--- src/rtl/mux4_scan_ctrl_if.sv ---
// Handshake bundle between the scan sequencer and its user / downstream 4:1 mux.
// The master side drives control and receives frames; the slave side is the sequencer.
interface mux4_scan_ctrl_if #(
  parameter int DWELL_W = 4
);
  logic               start;
  logic               continuous;
  logic               abort;
  logic [DWELL_W-1:0] dwell;
  logic               mux_out;
  logic               sel0;
  logic               sel1;
  logic               busy;
  logic [3:0]         frame;
  logic               frame_valid;

  modport master (
    output start, continuous, abort, dwell, mux_out,
    input  sel0, sel1, busy, frame, frame_valid
  );

  modport slave (
    input  start, continuous, abort, dwell, mux_out,
    output sel0, sel1, busy, frame, frame_valid
  );
endinterface

--- src/rtl/mux4_scan_ctrl.sv ---
// Drives the 4:1 mux selects through channels 0..3, samples mux_out after a
// programmable dwell and emits the assembled 4-bit frame with a one-cycle strobe.
module mux4_scan_ctrl #(
  parameter int DWELL_W = 4
) (
  input  logic                  clk,
  input  logic                  rst_n,
  mux4_scan_ctrl_if.slave       bus
);

  typedef enum logic {IDLE, SCAN} state_t;

  state_t             state_q, state_d;
  logic [1:0]         ch_q, ch_d;
  logic [DWELL_W-1:0] cnt_q, cnt_d;
  logic [DWELL_W-1:0] dwell_q, dwell_d;
  logic [3:0]         shadow_q, shadow_d;
  logic [3:0]         frame_q, frame_d;
  logic               frame_valid_q, frame_valid_d;

  always_ff @(posedge clk or negedge rst_n) begin
    if (!rst_n) begin
      state_q       <= IDLE;
      ch_q          <= 2'd0;
      cnt_q         <= '0;
      dwell_q       <= '0;
      shadow_q      <= 4'd0;
      frame_q       <= 4'd0;
      frame_valid_q <= 1'b0;
    end else begin
      state_q       <= state_d;
      ch_q          <= ch_d;
      cnt_q         <= cnt_d;
      dwell_q       <= dwell_d;
      shadow_q      <= shadow_d;
      frame_q       <= frame_d;
      frame_valid_q <= frame_valid_d;
    end
  end

  always_comb begin
    state_d       = state_q;
    ch_d          = ch_q;
    cnt_d         = cnt_q;
    dwell_d       = dwell_q;
    shadow_d      = shadow_q;
    frame_d       = frame_q;
    frame_valid_d = 1'b0;

    unique case (state_q)
      IDLE: begin
        ch_d = 2'd0;
        if (bus.start) begin
          state_d  = SCAN;
          cnt_d    = bus.dwell;
          dwell_d  = bus.dwell;
          shadow_d = 4'd0;
        end
      end
      SCAN: begin
        if (bus.abort) begin
          state_d = IDLE;
          ch_d    = 2'd0;
        end else if (cnt_q != '0) begin
          cnt_d = cnt_q - DWELL_W'(1);
        end else begin
          shadow_d[ch_q] = bus.mux_out;
          if (ch_q != 2'd3) begin
            ch_d  = ch_q + 2'd1;
            cnt_d = dwell_q;
          end else begin
            // Last channel: the just-sampled bit goes straight into the frame.
            frame_d       = shadow_d;
            frame_valid_d = 1'b1;
            ch_d          = 2'd0;
            if (bus.continuous) begin
              cnt_d    = bus.dwell;
              dwell_d  = bus.dwell;
              shadow_d = 4'd0;
            end else begin
              state_d = IDLE;
            end
          end
        end
      end
      default: begin
        state_d = IDLE;
        ch_d    = 2'd0;
      end
    endcase
  end

  // The mux indexes data[2*sel0 + sel1], so sel0 carries the channel MSB.
  assign bus.sel0        = ch_q[1];
  assign bus.sel1        = ch_q[0];
  assign bus.busy        = (state_q == SCAN);
  assign bus.frame       = frame_q;
  assign bus.frame_valid = frame_valid_q;

endmodule

--- src/flat_wrapper.sv ---
// flat-port wrapper written by rule: the top's interface ports become plain ports
module mux4_scan_ctrl_flat 
#(
  parameter int DWELL_W = 4
)
  (clk, rst_n, bus_start, bus_continuous, bus_abort, bus_dwell, bus_mux_out, bus_sel0, bus_sel1, bus_busy, bus_frame, bus_frame_valid);
  mux4_scan_ctrl_if #(.DWELL_W(DWELL_W)) bus_i ();
  input  logic clk;
  input  logic rst_n;
  input wire logic [$bits(bus_i.start)-1:0] bus_start;
  input wire logic [$bits(bus_i.continuous)-1:0] bus_continuous;
  input wire logic [$bits(bus_i.abort)-1:0] bus_abort;
  input wire logic [$bits(bus_i.dwell)-1:0] bus_dwell;
  input wire logic [$bits(bus_i.mux_out)-1:0] bus_mux_out;
  output wire logic [$bits(bus_i.sel0)-1:0] bus_sel0;
  output wire logic [$bits(bus_i.sel1)-1:0] bus_sel1;
  output wire logic [$bits(bus_i.busy)-1:0] bus_busy;
  output wire logic [$bits(bus_i.frame)-1:0] bus_frame;
  output wire logic [$bits(bus_i.frame_valid)-1:0] bus_frame_valid;
  assign bus_i.start = bus_start;
  assign bus_i.continuous = bus_continuous;
  assign bus_i.abort = bus_abort;
  assign bus_i.dwell = bus_dwell;
  assign bus_i.mux_out = bus_mux_out;
  assign bus_sel0 = bus_i.sel0;
  assign bus_sel1 = bus_i.sel1;
  assign bus_busy = bus_i.busy;
  assign bus_frame = bus_i.frame;
  assign bus_frame_valid = bus_i.frame_valid;
  mux4_scan_ctrl #(.DWELL_W(DWELL_W)) u_core (.clk(clk), .rst_n(rst_n), .bus(bus_i));
endmodule
--- config.mk ---
export PLATFORM = sky130hd
export DESIGN_NAME = mux4_scan_ctrl_flat
export DESIGN_NICKNAME = d
export VERILOG_FILES = /design/src/rtl/mux4_scan_ctrl_if.sv /design/src/rtl/mux4_scan_ctrl.sv /design/src/flat_wrapper.sv
export SDC_FILE = /design/constraint.sdc
export NUM_CORES = 1
export LEC_CHECK = 0
export BUFFER_PORTS_ARGS = -buffer_cell sky130_fd_sc_hd__buf_2
export CORE_ASPECT_RATIO = 2
export CORE_MARGIN = 5
export CORE_UTILIZATION = 37
export CTS_CLUSTER_SIZE = 25
export DETAILED_ROUTE_END_ITERATION = 7
export GPL_ROUTABILITY_DRIVEN = 1
export SKIP_CTS_REPAIR_TIMING = 1
export SYNTH_ARGS = -nofsm -noshare
export SYNTH_HDL_FRONTEND = slang
export SYNTH_SLANG_ARGS = --single-unit
--- constraint.sdc ---
create_clock -name clk -period 1.6 [get_ports clk]
set_clock_uncertainty 0.1 [all_clocks]
set_input_delay 0.08 -clock clk [delete_from_list [all_inputs] [get_ports clk]]
set_output_delay 0.08 -clock clk [all_outputs]
set_load 0.01 [all_outputs]
==> metrics.md, run 1 <==
| Metric | Value |
|---|---|
| Max IR drop VDD | 0.6647 mV |
| Sum Neg Setup Slack | -1.010 ns |
| WHS | -0.006312 ns |
| Multi-input combinational cell area | 651.9 µm² |
| Pwr dens | 1053 nW/µm² |
| Antenna cells | 0 |
| Distinct cells, synth | 33 |
| CTS Buffer Depth | 2 |
| Vias after detailed routing | 1012 |
| CTS tree | built |
| Die height | 87.37 µm |
| Initial Util | 38.08% |
| Initial antenna violation count | 0 |
| Die Span X | 48.68 µm |
| Post-DP HPWL | 2205 µm |
| Failing checks | negative hold slack, negative setup slack |
| Number of global-route vias before repair | 1051 |
| Ranking of synthesized cells by area | dfrtp_1 (45%), ha_1 (6.8%), mux2_1 (4.1%), nand2b_1 (4.0%), a21oi_1 (3.6%) |
| Worst setup SP type | flip-flop |
| Area share of the largest cell type after synthesis | 45.20% |
| Area leader, netlist | dfrtp_1 |
| Worst-Skew Late Latency | 0.27 ns |
| Clk root buf | clkbuf_8 |
| Clk slew on worst S/H paths | 0.08 ns |
| CP max stage delay | 0.39 ns |
| Synth Instances | 112 |
| Total of max-cap violations | 0 |
| Slew @ Worst Pin | 0.4622 ns |
| Antenna-violating nets left | 0 |
| Peak Freq | 573.2 MHz |
| CORE AREA | 2908 µm² |
| Slowest-stage cell, CP | dfrtp_1 |
| CP Capture Type | flip-flop |
| First DRT Iteration DRCs | 22 |
| Power Total | 1.677 mW |
| Status | finished with violations |
| Final hold vios | 1 |
| Avg Cell Area, Syn | 9.887 µm² |
| CTS buffer count | 3 |
| Vias/cell | 5.412 |
| Setup Viol. Count Final | 13 |
| Leak pwr | 0.7601 nW |
| Worst Path Required | 1.66 ns |
| Pre-CTS setup slack | -0.1460 ns |
| Largest net degree at the start of global routing | 21 |
| Worst EP arrival | 1.80 ns |
| GP Congestion | 0.8129 |
| DRT Wirelength | 2954 µm |
| Die ar. | 4253 µm² |
| Residual DRC | 0 |
| Relative slew slack | 69.18% |
| Clock net sink count | 20 |
| Row count | 28 |
| Tot GR Track Use | 13.79% |
| Post-synthesis sequential area ratio | 45.20% |
| Layout cells sized above 1 | 43.31% |
| Io pins | 18 |
| Synthesized flop and latch total | 20 |
| Routed wire per std cell | 15.80 µm |
| Flop-to-flop setup slack | -0.14 ns |
| Fin. max-slew vios | 0 |
| Min Clock Period, post-route | 1.744 ns |
| Grt ovf | 0 |
| # port buffers | 17 |
| Post-synth net total | 128 |
| Synthesized area | 1107 µm² |
| Warnings, synthesis | 0 |
| Post-route setup slack | -0.1445 ns |
| Flip-flop and latch area | 501.7 µm² |
| Critical-path cell list | inv_2 -> ha_4 -> nor3b_4 -> buf_6 -> a21oi_4 -> or2_1 -> o221a_1 |
| HP Class | primary input to flip-flop |
| Fillcell total | 249 |
| Fin crit share | 109.0% |
| Area grow syn2layout | 43.84% |
| H-tree Lvls | 1 |
| Drt pass-1 iters | 4 |
| First-pass GRT wire length | 4429 µm |
| RSZ-0062 raised after global routing | true |
| Critical path peak fanout | 6 |
| Nets | 174 |
| Crit path kind | flip-flop to flip-flop |
## flip-flops by register name, summed over array words and instances, names as in the netlist
name	flops
u_core.bus.busy	1
u_core.bus.frame	4
u_core.bus.frame_valid	1
u_core.ch_q	2
u_core.cnt_q	4
u_core.dwell_q	4
u_core.shadow_q	4
## worst max-delay path, delay by kind of cell, from the launching register on
| family | cells | cell delay, ns |
|---|---|---|
| AO/OA/AOI/OAI | 2 | 0.29 |
| adder cells (fa/ha/maj) | 1 | 0.14 |
| buffers and inverters | 2 | 0.25 |
| flip-flops | 1 | 0.39 |
| AND/OR/NAND/NOR | 2 | 0.47 |
## layout by cell type, fill, tap and decap left out, drive strengths merged
| master | synthesis | final |
|---|---|---|
| nor3b | 1 | 1 |
| mux2i | 3 | 3 |
| and3 | 1 | 1 |
| or2 | 1 | 1 |
| a31oi | 6 | 6 |
| a21oi | 11 | 11 |
| dlygate4sd3 | 0 | 4 |
| o22ai | 2 | 2 |
| ha | 6 | 6 |
| o221a | 1 | 1 |
| nor3 | 1 | 1 |
| nand2b | 7 | 7 |
| a21boi | 1 | 1 |
| nand3 | 1 | 1 |
| nor4 | 1 | 1 |
| nand2 | 7 | 7 |
| a211oi | 2 | 2 |
| and2b | 1 | 1 |
| dfrtp | 20 | 20 |
| o221ai | 1 | 1 |
| o21ai | 3 | 3 |
| nor2b | 3 | 3 |
| clkbuf | 1 | 4 |
| buf | 3 | 41 |
| mux2 | 5 | 5 |
| xnor2 | 1 | 1 |
| a22oi | 1 | 1 |
| inv | 7 | 7 |
| a21o | 4 | 4 |
| nor2 | 10 | 10 |
## synthesized netlist by cell type, drive strengths merged
library cell / n
o221ai: 1
mux2: 5
nand2b: 7
ha: 6
mux2i: 3
dfrtp: 20
o22ai: 2
a22oi: 1
buf: 3
nor2b: 3
o21ai: 3
nor3b: 1
a21boi: 1
and2b: 1
nor4: 1
a31oi: 6
a21oi: 11
or2: 1
o221a: 1
inv: 7
nand2: 7
a211oi: 2
nor3: 1
clkbuf: 1
and3: 1
nor2: 10
xnor2: 1
nand3: 1
a21o: 4
## through the flow
step / utilization, % / hold slack [ns] / instance area, µm² / cells
2_1_floorplan: - / -0.3156 / 1129 / 112
3_3_place_gp: 46.99 / -0.03737 / 1366 / 175
3_5_place_dp: 46.99 / -0.03842 / 1366 / 175
4_1_cts: 48.88 / -0.3238 / 1421 / 179
5_1_grt: 54.78 / 0.008342 / 1593 / 187
6_report: 54.78 / -0.006312 / 1593 / 187
## area by class of cell
cell class / instances / share of cell area (%)
Multi-Input combinational cell: 81 / 40.93
Sequential cell: 20 / 31.50
Timing Repair Buffer: 45 / 20.11
Clock buffer: 4 / 3.456
Tap cell: 30 / 2.357
Inverter: 7 / 1.650
## logic make-up (layout without fill, tap and decap cells)
group,count (synthesis),in the layout,share of synthesized area (%)
adder cells (fa/ha/maj),6,6,6.779
multiplexers,8,8,7.796
AND/OR/NAND/NOR,34,34,15.82
AO/OA/AOI/OAI,32,32,19.10
flip-flops,20,20,45.20
buffers and inverters,11,56,4.519
XOR/XNOR,1,1,0.7911
## routing by layer
layer  track usage, %  routed length, µm  up-vias
met5                0                  0        -
met4            10.05                184        0
met3            1.887                116       17
met2            27.02               1656       31
met1            12.11                996      486
li1                 -                  -      478
## power breakdown
part           total [mW]  internal, mW  leakage, nW  switching, mW
logic               0.624         0.338        0.475          0.285
registers           0.654         0.587        0.256         0.0670
clock network       0.400         0.220       0.0288          0.180
## path summary, 6_finish.rpt
path,start,to,cells past startpoint
max,u_core.cnt_q[1],u_core.cnt_q[3],7
min reg2reg,u_core.shadow_q[3],u_core.shadow_q[3],1
min,bus_dwell[2],u_core.dwell_q[2],2
min in group asynchronous,rst_n,u_core.bus.frame[2],2
max in group asynchronous,rst_n,u_core.ch_q[0],2
max reg2reg,u_core.cnt_q[1],u_core.cnt_q[3],7
No activity file was read; power rests on OpenSTA's default activity.
==> run 2, diff against run 1 <==
SKIP_LAST_GASP = 1   (was not set)
==> run 2 against run 1 <==
The run still ends with negative hold slack, negative setup slack left. Register-to-register slack about the same. Largest cell class unchanged. Non-clock buffer count is the same. Utilization is the same. Setup slack unchanged. Clock power barely moved. First-iteration DRC count stayed put. Routed wire length is the same. Sequential power about the same. Fmax unchanged. Combinational power about the same. Power is the same.
==> metrics.md, run 2 (synthesis gave the netlist of run 1 again) <==
| Metric | Value |
|---|---|
| First DRT Iteration DRCs | 22 (unchanged) |
| Max IR drop VDD | 0.6647 mV (unchanged) |
| GP Congestion | 0.8129 (unchanged) |
| Largest net degree at the start of global routing | 21 (unchanged) |
| First-pass GRT wire length | 4429 µm (unchanged) |
| Die ar. | 4253 µm² (unchanged) |
| Antenna-violating nets left | 0 (unchanged) |
| Top delay family on crit path | simple AND/OR/NAND/NOR gates (unchanged) |
| Fin. max-slew vios | 0 (unchanged) |
| Slew @ Worst Pin | 0.4622 ns (unchanged) |
| Worst-Skew Late Latency | 0.27 ns (about the same) |
| Setup Viol. Count Final | 13 (unchanged) |
| Worst Setup SP | u_core.cnt_q[1] (unchanged) |
| Sum Neg Setup Slack | -1.010 ns (unchanged) |
| DRT Wirelength | 2954 µm (unchanged) |
| Post-route setup slack | -0.1445 ns (unchanged) |
| Antenna cells | 0 (unchanged) |
| Grt ovf | 0 (unchanged) |
| Placement-stage cell area | 1366 µm² (unchanged) |
| Layout cells sized above 1 | 43.31% (unchanged) |
| Worst setup SP type | flip-flop (unchanged) |
| Residual DRC | 0 (unchanged) |
| Clk slew on worst S/H paths | 0.08 ns (about the same) |
| Power Total | 1.677 mW (unchanged) |
| HP Start | bus_dwell[2] (unchanged) |
| Peak Freq | 573.2 MHz (unchanged) |
| CTS buffer count | 3 (unchanged) |
| Non-filler cells, final | 187 (unchanged) |
| Io pins | 18 (unchanged) |
| Min Clock Period, post-route | 1.744 ns (unchanged) |
| Slowest-stage cell, CP | dfrtp_1 (unchanged) |
| Die height | 87.37 µm (unchanged) |
| Die Span X | 48.68 µm (unchanged) |
| Most frequent cells in the layout | buf_4 (20), dfrtp_1 (19), buf_2 (17) (unchanged) |
| Drt pass-1 iters | 4 (unchanged) |
| Failing checks | negative hold slack, negative setup slack (unchanged) |
| Worst R2R Start | u_core.cnt_q[1] (unchanged) |
| CORE AREA | 2908 µm² (unchanged) |
| Status | finished with violations (unchanged) |
| Row count | 28 (unchanged) |
| Number of global-route vias before repair | 1051 (unchanged) |
| CTS Buffer Depth | 2 (unchanged) |
| Post-route cell area | 1593 µm² (unchanged) |
| CP Capture Type | flip-flop (unchanged) |
| Core Util, Final | 54.78% (unchanged) |
| Vias/cell | 5.412 (unchanged) |
| Critical-path cell list | inv_2 -> ha_4 -> nor3b_4 -> buf_6 -> a21oi_4 -> or2_1 -> o221a_1 (unchanged) |
| Post-DP HPWL | 2205 µm (unchanged) |
| Clock net sink count | 20 (unchanged) |
| Clk root buf | clkbuf_8 (unchanged) |
| Crit path kind | flip-flop to flip-flop (unchanged) |
| Relative slew slack | 69.18% (unchanged) |
| HP Class | primary input to flip-flop (unchanged) |
| Worst EP arrival | 1.80 ns (about the same) |
| Pre-CTS setup slack | -0.1460 ns (unchanged) |
| Total of max-cap violations | 0 (unchanged) |
| CTS tree | built (unchanged) |
| DP Cell Count | 175 (unchanged) |
| Fin crit share | 109.0% (unchanged) |
| Fillcell total | 249 (unchanged) |
| WHS | -0.006312 ns (unchanged) |
| Pwr dens | 1053 nW/µm² (unchanged) |
| Nets | 174 (unchanged) |
| CP max stage delay | 0.39 ns (about the same) |
| CP bufs+invs | 2 (unchanged) |
| Leak pwr | 0.7601 nW (unchanged) |
| # port buffers | 17 (unchanged) |
| Worst Path Required | 1.66 ns (about the same) |
| Tot GR Track Use | 13.79% (unchanged) |
| Area grow syn2layout | 43.84% (unchanged) |
| Routed wire per std cell | 15.80 µm (unchanged) |
| RSZ-0062 raised after global routing | true (unchanged) |
| Final hold vios | 1 (unchanged) |
| H-tree Lvls | 1 (unchanged) |
| Initial Util | 38.08% (unchanged) |
| Vias after detailed routing | 1012 (unchanged) |
| Critical path peak fanout | 6 (unchanged) |
| Initial antenna violation count | 0 (unchanged) |
| Commonest non-fill, non-tap cell in the layout | buf_4 (unchanged) |
-- run 2: cell counts in the layout (fill, tap and decap cells not counted) --
Identical to the previous run, type by type.
-- run 2: final timing paths --
path	cells past startpoint	slack [ns]	endpoint
max	7	-0.14	u_core.cnt_q[3]
min	2	-0.006	u_core.dwell_q[2]
max reg2reg	7	-0.14	u_core.cnt_q[3]
min reg2reg	1	0.39	u_core.shadow_q[3]
max in group asynchronous	2	0.87	u_core.ch_q[0]
min in group asynchronous	2	0.19	u_core.bus.frame[2]
-- run 2: layer usage --
layer | wire [µm] | track usage, % | part of all wire, % | vias up
met3 | 116 | 1.887 | 3.9 | 17
met5 | 0 | 0 | 0 | -
met1 | 996 | 12.11 | 34 | 486
met4 | 184 | 10.05 | 6.2 | 0
met2 | 1656 | 27.02 | 56 | 31
li1 | - | - | - | 478
-- run 2: layout make-up --
cell class	count	area (µm²)	share of cell area, %
multi-input cells	81	651.9	40.93
clock buffers	4	55.05	3.456
flip-flops and latches	20	501.7	31.50
inverters	7	26.28	1.650
well taps	30	37.54	2.357
repair buffers	45	320.3	20.11
-- run 2: worst reg2reg max path: stages, from the launching register on --
cell and delay (ns):
dfrtp_1 0.39, inv_2 0.09, ha_4 0.14, nor3b_4 0.22, buf_6 0.16, a21oi_4 0.06, or2_1 0.25, o221a_1 0.24
-- run 2: where the power goes --
part | internal [mW] | total [mW] | switching, mW
Sequential | 0.587 | 0.654 | 0.0670
Clock | 0.220 | 0.400 | 0.180
Combinational | 0.338 | 0.624 | 0.285
Total | 1.15 | 1.68 | 0.532
==> run 3, diff against run 2 <==
CORE_MARGIN = not set   (was 5)
PLACE_DENSITY = 0.6   (was not set)
clock period = 1.9 ns   (was 1.6 ns; I/O delays follow)
==> run 3 against run 2 <==
The run ends with negative hold slack left. Fmax shrank 4.2%. Routed wire length shrank 21%. First-iteration DRC count shrank 23%. Power shrank 22%.
==> metrics.md, run 3 (synthesis gave the netlist of run 1 again) <==
| Metric | Value |
|---|---|
| Status | finished with violations (unchanged) |
| Failing checks | negative hold slack (was negative hold slack, negative setup slack) |
| Largest net degree at the start of global routing | 21 (unchanged) |
| Worst-Skew Late Latency | 0.26 ns (was 0.27 ns) |
| Residual DRC | 0 (unchanged) |
| Critical-path cell list | inv_1 -> ha_1 -> nor3b_4 -> a21oi_2 -> a21oi_4 -> mux2_1 (was inv_2 -> ha_4 -> nor3b_4 -> buf_6 -> a21oi_4 -> or2_1 -> o221a_1) |
| GP Congestion | 0.9965 (was 0.8129) |
| CTS Buffer Depth | 2 (unchanged) |
| Power Total | 1.310 mW (was 1.677 mW) |
| CTS tree | built (unchanged) |
| Most frequent cells in the layout | dfrtp_1 (20), buf_2 (17), nor2_1 (10) (was buf_4 (20), dfrtp_1 (19), buf_2 (17)) |
| Clock net sink count | 20 (unchanged) |
| Flip-flop and latch area | 500.5 µm² (was 501.7 µm²) |
| Max IR drop VDD | 0.4999 mV (was 0.6647 mV) |
| # port buffers | 17 (unchanged) |
| Worst setup SP type | flip-flop (unchanged) |
| Min Clock Period, post-route | 1.822 ns (was 1.744 ns) |
| Peak Freq | 549.0 MHz (was 573.2 MHz) |
| Layout cells sized above 1 | 24.46% (was 43.31%) |
| Flop-to-flop setup slack | 0.08 ns (was -0.14 ns) |
| Io pins | 18 (unchanged) |
| Initial Util | 39.49% (was 38.08%) |
| Critical path depth in cells | 6 (was 7) |
| Worst EP arrival | 1.87 ns (was 1.80 ns) |
| Clk root buf | clkbuf_8 (unchanged) |
| RSZ-0062 raised after global routing | true (unchanged) |
| Core Util, Final | 49.26% (was 54.78%) |
| Fin. max-slew vios | 0 (unchanged) |
| Crit path kind | flip-flop to flip-flop (unchanged) |
| Worst Path Required | 1.95 ns (was 1.66 ns) |
| CP bufs+invs | 1 (was 2) |
| HP Class | primary input to flip-flop (unchanged) |
| Routed wire per std cell | 13.90 µm (was 15.80 µm) |
| DRT Wirelength | 2336 µm (was 2954 µm) |
| CP Capture Type | flip-flop (unchanged) |
| Post-DP HPWL | 1828 µm (was 2205 µm) |
| Antenna-violating nets left | 0 (unchanged) |
| CORE AREA | 2804 µm² (was 2908 µm²) |
| Drt pass-1 iters | 4 (unchanged) |
| Fillcell total | 271 (was 249) |
| H-tree Lvls | 1 (unchanged) |
| Vias/cell | 5.339 (was 5.412) |
| Grt ovf | 0 (unchanged) |
| Number of global-route vias before repair | 847 (was 1051) |
| Met3 Resource Use GR | 1.676% (was 1.887%) |
| Die height | 79.37 µm (was 87.37 µm) |
| Nets | 156 (was 174) |
| Slew @ Worst Pin | 0.4549 ns (was 0.4622 ns) |
| First DRT Iteration DRCs | 17 (was 22) |
| Multi-input combinational cell area | 575.6 µm² (was 651.9 µm²) |
| Initial antenna violation count | 0 (unchanged) |
| Antenna cells | 0 (unchanged) |
| Met2 Usage GRT | 28.41% (was 27.02%) |
| Final hold vios | 2 (was 1) |
| Vias after detailed routing | 897 (was 1012) |
| Slowest-stage cell, CP | dfrtp_1 (unchanged) |
| Tot GR Track Use | 16.42% (was 13.79%) |
| Commonest non-fill, non-tap cell in the layout | dfrtp_1 (was buf_4) |
| Leak pwr | 0.6630 nW (was 0.7601 nW) |
| Critical path peak fanout | 4 (was 6) |
| Setup Viol. Count Final | 0 (was 13) |
| WHS | -0.01644 ns (was -0.006312 ns) |
| Total of max-cap violations | 0 (unchanged) |
| Fin crit share | 95.87% (was 109.0%) |
| Die Span X | 40.68 µm (was 48.68 µm) |
| CP endpoint | u_core.dwell_q[0] (was u_core.cnt_q[3]) |
| Die ar. | 3229 µm² (was 4253 µm²) |
| CTS buffer count | 3 (unchanged) |
| Clk slew on worst S/H paths | 0.08 ns (about the same) |
| CP max stage delay | 0.39 ns (about the same) |
| Most used routing layer | met2 (unchanged) |
| Worst Setup SP | u_core.cnt_q[0] (was u_core.cnt_q[1]) |
| Worst R2R Start | u_core.cnt_q[0] (was u_core.cnt_q[1]) |
| Row count | 27 (was 28) |
| First-pass GRT wire length | 3643 µm (was 4429 µm) |
| Area grow syn2layout | 24.75% (was 43.84%) |
| R2R cell count | 6 (was 7) |
| Met1 Usage GRT | 17.99% (was 12.11%) |
| RR Endpoint | u_core.dwell_q[0] (was u_core.cnt_q[3]) |
| Relative slew slack | 69.68% (was 69.18%) |
| Top delay family on crit path | flip-flops (was simple AND/OR/NAND/NOR gates) |
| Pwr dens | 948.4 nW/µm² (was 1053 nW/µm²) |
run 3: where the power goes:
group / switching (mW) / internal [mW]
Sequential: 0.0663 / 0.494
Combinational: 0.162 / 0.162
Clock: 0.145 / 0.281
run 3: worst min-delay path by stage:
stage / cells after the start / slack (ns) / startpoint / endpoint
2_1_floorplan: 0 / -0.30 / rst_n / u_core.bus.busy
3_3_place_gp: 1 / -0.03 / rst_n / u_core.shadow_q[2]
3_5_place_dp: 1 / -0.03 / rst_n / u_core.shadow_q[2]
4_1_cts: 1 / -0.31 / rst_n / u_core.shadow_q[2]
5_1_grt: 2 / -0.0002 / bus_dwell[3] / u_core.dwell_q[3]
6_report: 2 / -0.02 / bus_dwell[3] / u_core.dwell_q[3]
run 3: metrics by stage:
| step | setup TNS, ns | cells | area (µm²) | hold WS, ns | worst slack [ns] |
|---|---|---|---|---|---|
| 2_1_floorplan | 0 | 112 | 1107 | -0.3006 | 0.1099 |
| 3_3_place_gp | 0 | 161 | 1257 | -0.02773 | 0.07399 |
| 3_5_place_dp | 0 | 161 | 1257 | -0.03035 | 0.02400 |
| 4_1_cts | 0 | 165 | 1329 | -0.3123 | 0.01245 |
| 5_1_grt | -0.07082 | 168 | 1381 | -0.0001987 | -0.02368 |
| 6_report | 0 | 168 | 1381 | -0.01644 | 0.07846 |
run 3: area by class of cell:
cell class | count | area share, %
sequential | 20 | 36.23
tap | 29 | 2.627
clock inverter | 1 | 2.174
timing repair buffer | 27 | 12.41
multi-input combinational | 81 | 41.67
inverter | 7 | 1.902
clock buffer | 3 | 2.989
run 3: per-layer routing:
layer	vias up	part of all wire, %
li1	446	-
met1	414	38
met2	30	55
met3	7	3.5
met4	0	2.7
met5	-	0
